File: src/rtl/sd_resp_receiver_if.sv
// sd_resp_receiver_if: sequencer <-> receiver bundle for CMD-line responses.
// master = command sequencer side, slave = response receiver side.
interface sd_resp_receiver_if;
  logic         bit_en;
  logic         cmd_in;
  logic         start;
  logic [1:0]   resp_type;
  logic         r2_sel;
  logic [5:0]   cmd_index;
  logic         busy;
  logic         done;
  logic         timeout;
  logic         crc_err;
  logic         end_err;
  logic         index_err;
  logic [127:0] resp_data;
  logic         cid_en;
  logic         csd_en;
  logic         ocr_en;
  logic         rca_en;

  modport master (
    output bit_en, cmd_in, start,
    output resp_type, r2_sel, cmd_index,
    input  busy, done, timeout,
    input  crc_err, end_err, index_err,
    input  resp_data,
    input  cid_en, csd_en, ocr_en, rca_en
  );

  modport slave (
    input  bit_en, cmd_in, start,
    input  resp_type, r2_sel, cmd_index,
    output busy, done, timeout,
    output crc_err, end_err, index_err,
    output resp_data,
    output cid_en, csd_en, ocr_en, rca_en
  );
endinterface

File: src/rtl/sd_resp_receiver.sv
// sd_resp_receiver: captures R1/R2/R3/R6 frames from CMD, checks and decodes.
// Build option: define SD_RESP_CRC_EN to include the CRC7 check and crc_err.
module sd_resp_receiver #(
  parameter int NCR_MAX = 64
) (
  input logic               clk,
  input logic               reset,
  sd_resp_receiver_if.slave bus
);
  localparam int WW = (NCR_MAX > 1) ? $clog2(NCR_MAX) : 1;
  localparam logic [1:0] R1 = 2'd0;
  localparam logic [1:0] R2 = 2'd1;
  localparam logic [1:0] R3 = 2'd2;
  localparam logic [1:0] R6 = 2'd3;

  typedef enum logic [1:0] {
    IDLE, WAIT_START, SHIFT, CHECK
  } state_t;

  state_t        state;
  logic [1:0]    type_q;
  logic          sel_q;
  logic [5:0]    idx_q;
  logic [7:0]    cnt;
  logic [WW-1:0] wait_cnt;
  // start bit is always 0 and never stored
  logic [133:0]  sr;
  logic [134:0]  sr_nx;
  logic          is_r2;
  logic          last;
  logic          tx_bad;
  logic          end_bad;
  logic          idx_bad;
  logic          crc_bad;
  logic          any_bad;

  assign is_r2   = type_q == R2;
  assign sr_nx   = {sr, bus.cmd_in};
  assign last    = cnt == (is_r2 ? 8'd135 : 8'd47);
  assign tx_bad  = is_r2 ? sr_nx[134] : sr_nx[46];
  assign end_bad = tx_bad | ~bus.cmd_in;
  assign idx_bad = (type_q == R1 || type_q == R6)
                && sr_nx[45:40] != idx_q;
  assign any_bad = end_bad | idx_bad | crc_bad;

`ifdef SD_RESP_CRC_EN
  logic [6:0] crc;
  logic [7:0] pos;
  logic       take;
  logic       in_rng;
  logic       fb;

  assign pos    = (state == SHIFT) ? cnt : 8'd0;
  assign take   = bus.bit_en
               && (state == SHIFT
               || (state == WAIT_START && !bus.cmd_in));
  assign in_rng = is_r2 ? (pos >= 8'd8 && pos < 8'd128)
                        : (pos < 8'd40);
  assign fb     = crc[6] ^ bus.cmd_in;

  always_ff @(posedge clk) begin
    if (!reset || (state == IDLE && bus.start))
      crc <= '0;
    else if (take && in_rng)
      crc <= {crc[5:0], 1'b0} ^ {3'b0, fb, 2'b0, fb};
  end

  // received CRC sits at frame bits len-8..len-2, i.e. sr[6:0] at the end bit
  assign crc_bad = type_q != R3 && sr[6:0] != crc;
`else
  assign crc_bad = 1'b0;
`endif

  always_ff @(posedge clk) begin
    if (!reset) begin
      state         <= IDLE;
      type_q        <= R1;
      sel_q         <= 1'b0;
      idx_q         <= '0;
      cnt           <= '0;
      wait_cnt      <= '0;
      sr            <= '0;
      bus.busy      <= 1'b0;
      bus.done      <= 1'b0;
      bus.timeout   <= 1'b0;
      bus.crc_err   <= 1'b0;
      bus.end_err   <= 1'b0;
      bus.index_err <= 1'b0;
      bus.resp_data <= '0;
      bus.cid_en    <= 1'b0;
      bus.csd_en    <= 1'b0;
      bus.ocr_en    <= 1'b0;
      bus.rca_en    <= 1'b0;
    end else begin
      unique case (state)
        IDLE: if (bus.start) begin
          type_q        <= bus.resp_type;
          sel_q         <= bus.r2_sel;
          idx_q         <= bus.cmd_index;
          cnt           <= '0;
          wait_cnt      <= '0;
          sr            <= '0;
          bus.timeout   <= 1'b0;
          bus.crc_err   <= 1'b0;
          bus.end_err   <= 1'b0;
          bus.index_err <= 1'b0;
          bus.resp_data <= '0;
          bus.busy      <= 1'b1;
          state         <= WAIT_START;
        end
        WAIT_START: if (bus.bit_en) begin
          if (!bus.cmd_in) begin
            cnt   <= 8'd1;
            state <= SHIFT;
          end else if (wait_cnt == WW'(NCR_MAX - 1)) begin
            bus.busy    <= 1'b0;
            bus.done    <= 1'b1;
            bus.timeout <= 1'b1;
            state       <= CHECK;
          end else begin
            wait_cnt <= wait_cnt + 1'b1;
          end
        end
        SHIFT: if (bus.bit_en) begin
          sr  <= sr_nx[133:0];
          cnt <= cnt + 8'd1;
          if (last) begin
            bus.busy      <= 1'b0;
            bus.done      <= 1'b1;
            bus.end_err   <= end_bad;
            bus.index_err <= idx_bad;
            bus.crc_err   <= crc_bad;
            bus.resp_data <= is_r2 ? sr_nx[127:0]
                                   : {96'b0, sr_nx[39:8]};
            if (!any_bad) begin
              unique case (1'b1)
                (is_r2 && !sel_q): bus.cid_en <= 1'b1;
                (is_r2 && sel_q):  bus.csd_en <= 1'b1;
                (type_q == R3):    bus.ocr_en <= 1'b1;
                (type_q == R6):    bus.rca_en <= 1'b1;
                default: ;
              endcase
            end
            state <= CHECK;
          end
        end
        CHECK: begin
          bus.done   <= 1'b0;
          bus.cid_en <= 1'b0;
          bus.csd_en <= 1'b0;
          bus.ocr_en <= 1'b0;
          bus.rca_en <= 1'b0;
          state      <= IDLE;
        end
      endcase
    end
  end
endmodule

File: src/flat_wrapper.sv
// flat-port wrapper written by rule: the top's interface ports become plain ports
module sd_resp_receiver_flat 
#(
  parameter int NCR_MAX = 64
)
  (clk, reset, bus_bit_en, bus_cmd_in, bus_start, bus_resp_type, bus_r2_sel, bus_cmd_index, bus_busy, bus_done, bus_timeout, bus_crc_err, bus_end_err, bus_index_err, bus_resp_data, bus_cid_en, bus_csd_en, bus_ocr_en, bus_rca_en);
  sd_resp_receiver_if bus_i ();
  input logic clk;
  input logic reset;
  input wire logic [$bits(bus_i.bit_en)-1:0] bus_bit_en;
  input wire logic [$bits(bus_i.cmd_in)-1:0] bus_cmd_in;
  input wire logic [$bits(bus_i.start)-1:0] bus_start;
  input wire logic [$bits(bus_i.resp_type)-1:0] bus_resp_type;
  input wire logic [$bits(bus_i.r2_sel)-1:0] bus_r2_sel;
  input wire logic [$bits(bus_i.cmd_index)-1:0] bus_cmd_index;
  output wire logic [$bits(bus_i.busy)-1:0] bus_busy;
  output wire logic [$bits(bus_i.done)-1:0] bus_done;
  output wire logic [$bits(bus_i.timeout)-1:0] bus_timeout;
  output wire logic [$bits(bus_i.crc_err)-1:0] bus_crc_err;
  output wire logic [$bits(bus_i.end_err)-1:0] bus_end_err;
  output wire logic [$bits(bus_i.index_err)-1:0] bus_index_err;
  output wire logic [$bits(bus_i.resp_data)-1:0] bus_resp_data;
  output wire logic [$bits(bus_i.cid_en)-1:0] bus_cid_en;
  output wire logic [$bits(bus_i.csd_en)-1:0] bus_csd_en;
  output wire logic [$bits(bus_i.ocr_en)-1:0] bus_ocr_en;
  output wire logic [$bits(bus_i.rca_en)-1:0] bus_rca_en;
  assign bus_i.bit_en = bus_bit_en;
  assign bus_i.cmd_in = bus_cmd_in;
  assign bus_i.start = bus_start;
  assign bus_i.resp_type = bus_resp_type;
  assign bus_i.r2_sel = bus_r2_sel;
  assign bus_i.cmd_index = bus_cmd_index;
  assign bus_busy = bus_i.busy;
  assign bus_done = bus_i.done;
  assign bus_timeout = bus_i.timeout;
  assign bus_crc_err = bus_i.crc_err;
  assign bus_end_err = bus_i.end_err;
  assign bus_index_err = bus_i.index_err;
  assign bus_resp_data = bus_i.resp_data;
  assign bus_cid_en = bus_i.cid_en;
  assign bus_csd_en = bus_i.csd_en;
  assign bus_ocr_en = bus_i.ocr_en;
  assign bus_rca_en = bus_i.rca_en;
  sd_resp_receiver #(.NCR_MAX(NCR_MAX)) u_core (.clk(clk), .reset(reset), .bus(bus_i));
endmodule
File: config.mk
export PLATFORM = sky130hd
export DESIGN_NAME = sd_resp_receiver_flat
export DESIGN_NICKNAME = d
export VERILOG_FILES = /design/src/rtl/sd_resp_receiver_if.sv /design/src/rtl/sd_resp_receiver.sv /design/src/flat_wrapper.sv
export SDC_FILE = /design/constraint.sdc
export NUM_CORES = 1
export LEC_CHECK = 0
export ABC_CLOCK_PERIOD_IN_PS = 4760
export BUFFER_PORTS_ARGS = -buffer_cell sky130_fd_sc_hd__buf_2
export CORE_AREA = 5 5 211 152
export CTS_CLUSTER_DIAMETER = 40
export DETAILED_ROUTE_END_ITERATION = 12
export DIE_AREA = 0 0 216 157
export GPL_TIMING_DRIVEN = 1
export RECOVER_POWER = 25
export SLEW_MARGIN = 20
export SYNTH_ARGS = -nofsm -noshare
export SYNTH_HDL_FRONTEND = slang
export SYNTH_SLANG_ARGS = --single-unit
File: constraint.sdc
create_clock -name clk -period 4.76 [get_ports clk]
set_input_delay 0.238 -clock clk [delete_from_list [all_inputs] [get_ports clk]]
set_output_delay 0.238 -clock clk [all_outputs]
set_load 0.01 [all_outputs]
* After elaboration in Yosys (flattened, before gate mapping)
Cells that the tools add are included.
** Word-level totals
- Flip-flop bits (word level) :: 297
- Bits in latches :: 0
- RAM bits :: 0
- Memory bits (read-only) :: 0
- Output and inout port bits :: 138
- Memories :: 0
** Cells by class
- $add $sub $neg :: 2
- Multiply operators :: 0
- Div/mod/pow operators :: 0
- $lt $le $gt $ge :: 0
- Equal/unequal tests :: 23
- Shift-type cells :: 0
- Muxes and demuxes :: 69
- Bitwise operators :: 3
- Reduce and logical (&&, ||, !) cells :: 25
** Operator list (number)
- $mux 128 :: 4
- $mux 134 :: 2
- $pmux 134 s2 :: 1
- $pmux 128 s2 :: 1
- $mux 8 :: 5
- $reduce_and 5->1 :: 8
- $mux 1 :: 33
- $mux 6 :: 4
- $pmux 8 s3 :: 1
- $pmux 1 s2 :: 8
- $ne 2x2->1 const B :: 7
- $mux 2 :: 6
- $ne 2x1->1 const B :: 6
- $pmux 6 s2 :: 1
- $add 8x1->8 const B :: 1
- $eq 2x2->1 const B :: 4
- $eq 8x8->1 :: 1
- $pmux 2 s4 :: 1
- $reduce_and 7->1 :: 1
- $add 6x1->6 const B :: 1
- $eq 6x6->1 const B :: 1
- $ne 6x6->1 :: 1
- $pmux 1 s3 :: 2
- $reduce_and 6->1 :: 1
- 13 further kinds :: 21

* Depth between registers and ports, before layout
- Depth in word-level cells :: 8
- Gate-level depth with buffers :: 11
- Mapped depth without buffers :: 7

* Worst setup path before layout
Ideal clock, no wire load.
- Kind :: register to register
- Start point :: register u_core.state[0]
- End point :: register u_core.bus.end_err
- Setup time :: 0.114 ns
- Arrival time :: 2.125 ns
- Required time :: 4.646 ns
- Path slack :: 2.521 ns
- Stages on the path, launching flop included :: 11
- Buffers on the path :: 3
- Path through :: dfxtp_1 > inv_1 > ha_1 > nor2b_1 > buf_2 > or3_1 > buf_2 > a21o_1 > and2_1 > buf_2 > a21o_1
** On the way
- Cells in the longest elaborated chain, start to end :: 3
- Elaborated cells on any way between the ends :: 8
- Those cells by class :: eq/ne: 4; mux: 1; reduce/logical: 3
** RTL lines
- start: declaration :: RTL line sd_resp_receiver.sv:20 : state_t state;
- start signal: assignment :: RTL line sd_resp_receiver.sv:76 : state <= IDLE;
- start signal: assignment :: RTL line sd_resp_receiver.sv:109 : state <= WAIT_START;
- start signal: assignment :: RTL line sd_resp_receiver.sv:114 : state <= SHIFT;
- $eq 2x2->1 / $logic_not 2->1 (equally long branches) :: RTL line sd_resp_receiver.sv:95 : unique case (state)
- $ne 2x1->1 (no line), or another cell as far along
- $reduce_and 4->1 (no line)
- end signal: assignment :: RTL line sd_resp_receiver.sv:130 : bus.end_err <= end_bad;
- end: declaration :: RTL line sd_resp_receiver_if.sv:35 : output crc_err, end_err, index_err,
Parallel ways exist; a longest one is shown, timed or not.
A chain may end at the register's enable or synchronous reset.

* Worst setup path after layout
- Start point :: register u_core.state[0]
- End point :: register u_core.bus.resp_data[56]
** On the way
- Cells in the longest elaborated chain, start to end :: 3
- Elaborated cells on any way between the ends :: 8
- Those cells by class :: eq/ne: 4; mux: 1; reduce/logical: 3
** RTL lines
- $eq 2x2->1 / $logic_not 2->1 (equally long branches) :: RTL line sd_resp_receiver.sv:95
- $ne 2x1->1 (no line), or another cell as far along
- $reduce_and 4->1 (no line)
- end signal: assignment :: RTL line sd_resp_receiver.sv:133 : bus.resp_data <= is_r2 ? sr_nx[127:0]
- end: declaration :: RTL line sd_resp_receiver_if.sv:36 : output resp_data,
Parallel ways exist; a longest one is shown, timed or not.

==> results.yml <==
synthesis:
  post_synth_instance_area_sq_mm: 0.0117
  synth_fp_nets: 1246
  async_reset_ff_frac: 0
  ys.flop_type: "dfxtp_1"
  ys_warn_count: 0
  synth_top_area_frac: 0.507
  synth-edff-count: 0
  seq_area_frac_synth: 0.507
  ys_ff_latch: 296
  synth.distinct_cells: 47
  synth_common_cells: "dfxtp_1, nor2b_1, a22oi_1"
  synth_top_area_cell: "dfxtp_1"
  avgSynthCellArea_sq_um: 9.56
  netlist_instances: 1223
  yosysMostFrequentCell: "dfxtp_1"
  synth.area.top_cells: "dfxtp_1, a22oi_1, nor2b_1, nand2_1, nand3_1"
worst_setup_path:
  timing.rr.start: "u_core.state[0]$_SDFFE_PN0P_"
  cp.arrival_ns: 3.65
  startpoint_type: "flip-flop"
  end_kind: "flip-flop"
  critPathSlowestCell: "a21oi_4"
  critPathLaunch: "u_core.state[0]$_SDFFE_PN0P_"
  worstPathMaxFanout: 60
  crit_type: "flip-flop to flip-flop"
  critical_path_required_ns: 5.19
  cp_slowest_stage_delay_ns: 0.67
  crit_chain: "inv_1, ha_1, nor2b_1, or3_4, a21oi_4, buf_4, nand3_1, a21boi_0"
pwr:
  pwr-share-seq: 0.361
  power.density_mw_per_mm2: 507
  peakVddDrop_v: 0.000465
  power_frac_comb: 0.222
  intPower_mw: 4.65
  power.switching_mw: 2.41
  power.share.clock: 0.417
  sw_frac_of_total: 0.342
  p_leak_nw: 4.60
timing:
  worst_pin_slew_ns: 1.03
  finalClockSkew_ns: 0.0182
  max_slew_margin: 0.314
  fin_crit_sh: 0.677
  rsz0062_at_grt: "no"
  setup_viol: 0
  finalSetupTns_ns: 0
  finalCriticalPeriod_ns: 3.22
  hold_viol: 0
  fmax_ghz: 0.310
  drv_slew: 0
placement:
  place_area_sq_mm: 0.0126
  gp_congestion: 0.805
  dp_hpwl_mm: 18.1
  portBuffers: 150
worst_hold_path:
  hp-class: "input port to flip-flop"
  min_from: "bus_cmd_in"
final_layout:
  syn_to_final_growth_pct: 19.1
  fin_area_sq_mm: 0.0139
  fill_cells: 2868
  drive_gt1_frac: 0.107
  nets: 1355
clocking:
  path_clk_slew_ns: 0.06
  tritoncts: "yes"
  cts_buffers: 39
  post_cts_resized: 0
  clock_latency_ns: 0.52
  clock_sinks: 296
  htree_levels: 2
  clk_path_buf_depth: 3
  cts-root-buf: "clkbuf_16"
floorplan:
  core_area_sq_mm: 0.0296
  start_util: 0.394
  die_height_microns: 157
  rows: 53
  dieArea_sq_mm: 0.0339
  ios: 152
  die_w_microns: 216
run_status:
  status: "complete, no violations"
global_route:
  antenna_found_initial: 1
  grt_pass1_vias: 8649
  grt_max_degree: 105
  track_usage: 0.165
  grt_pass1_wl_mm: 47.0
  grt_overflow_total: 0
detailed_routing:
  drt_pass1_iterations: 5
  detail_route.wl_per_cell_microns: 16.5
  drc: 0
  via_count: 9043
  viasPerCell: 5.18
  wl_mm: 28.7
  postRouteAntennaNets: 0
  drtIter0Drc: 614
run:
  max_cap_violations: 0
-- path summary, 6_finish.rpt --
check,endpoint,slack [ns],cells past startpoint
max,u_core.bus.resp_data[56]$_SDFFE_PN0P_,1.54,8
max reg2reg,u_core.bus.resp_data[56]$_SDFFE_PN0P_,1.54,8
min,u_core.sr[0]$_SDFFE_PN0P_,0.14,3
min reg2reg,u_core.bus.resp_data[108]$_SDFFE_PN0P_,0.45,2
-- per-layer routing --
layer | GRT usage | part of all wire | up-vias
met5 | 0 | 0 | -
met4 | 0.0481 | 0.023 | 0
met3 | 0.0340 | 0.046 | 43
met2 | 0.241 | 0.41 | 185
met1 | 0.248 | 0.52 | 4295
li1 | - | - | 4520
-- what timing repair did --
| item | in CTS | in global routing |
|---|---|---|
| hold buffers | 9 | 0 |
| buffers inserted | 0 | 0 |
| endpoints found under the hold margin | 9 | 0 |
-- worst max-delay path, delay by kind of cell, from the launching register on --
kind | cells | cell delay, ns
AND/OR/NAND/NOR | 3 | 0.99
buffers and inverters | 2 | 0.48
flip-flops | 1 | 0.38
AO/OA/AOI/OAI | 2 | 0.88
adder cells (fa/ha/maj) | 1 | 0.36
-- cell type report --
type	count	area [sq um]	share of cell area
Antenna cell	1	2.50	0.000180
Clock buffer	50	1120	0.0804
Clock inverter	20	211	0.0152
Inverter	8	30.0	0.00216
Multi-Input combinational cell	813	5310	0.381
Sequential cell	296	5930	0.425
Tap cell	385	482	0.0346
Timing Repair Buffer	174	850	0.0610
-- cells by family after synthesis --
family | count (synthesis) | share of synthesized area
and+or+nand+nor | 447 | 0.197
adders and majority gates | 9 | 0.00963
muxes | 39 | 0.0348
AOI/OAI and AO/OA | 302 | 0.198
xor gates and xnor gates | 15 | 0.0112
DFF | 296 | 0.507
buffers and inverters | 114 | 0.0421
other | 1 | 0.000321
-- per-stage QoR --
stage	power [mW]	hold slack, ns	utilization	setup slack (ns)	std cells
final	7.06	0.145	0.470	1.54	1747
after global routing	7.42	0.161	0.470	1.24	1747
after CTS	7.16	0.116	0.474	1.56	1746
after detailed placement	4.19	0.442	0.426	1.59	1667
after global placement	4.18	0.436	0.426	1.61	1667
after floorplan	3.81	0.383	-	2.52	1223
-- registers in the layout, summed over array words and instances, names as in the netlist --
signal and cells:
u_core.bus.timeout 1, u_core.sel_q 1, u_core.bus.done 1, u_core.bus.cid_en 1
u_core.cnt 8, u_core.bus.rca_en 1, u_core.bus.busy 1, u_core.bus.csd_en 1
u_core.bus.resp_data 128, u_core.bus.end_err 1, u_core.idx_q 6, u_core.state 2
u_core.wait_cnt 6, u_core.type_q 2, u_core.sr 134, u_core.bus.ocr_en 1
u_core.bus.index_err 1
-- power groups by stage --
| stage | clock [mW] | combinational, mW | sequential, mW |
|---|---|---|---|
| after global routing | 3.12 | 1.74 | 2.56 |
| after CTS | 3.01 | 1.59 | 2.55 |
| final | 2.94 | 1.57 | 2.55 |
| after detailed placement | 0 | 1.58 | 2.60 |
| after global placement | 0 | 1.58 | 2.60 |
| after floorplan | 0 | 1.20 | 2.61 |
-- layout by cell type (no fill, tap or decap), types with 4 or more instances in the layout --
cell type / n
mux2i_1: 26
nor2b_1: 153
nor2_1: 15
o2bb2ai_1: 19
clkinv_4: 4
clkbuf_1: 111
nand3_1: 104
xor2_1: 11
and2_1: 4
a22oi_1: 148
a21boi_1: 50
nand4_1: 9
dfxtp_1: 296
buf_4: 13
clkinvlp_4: 7
clkbuf_16: 41
inv_1: 8
buf_2: 41
and3_1: 4
xnor2_1: 4
a21boi_0: 57
nand2b_1: 6
clkbuf_8: 6
nand2_1: 139
a21oi_1: 6
dlygate4sd3_1: 9
mux2_2: 13
o21ai_0: 5
ha_1: 8
Note: power is estimated with default switching activity, not from simulation.
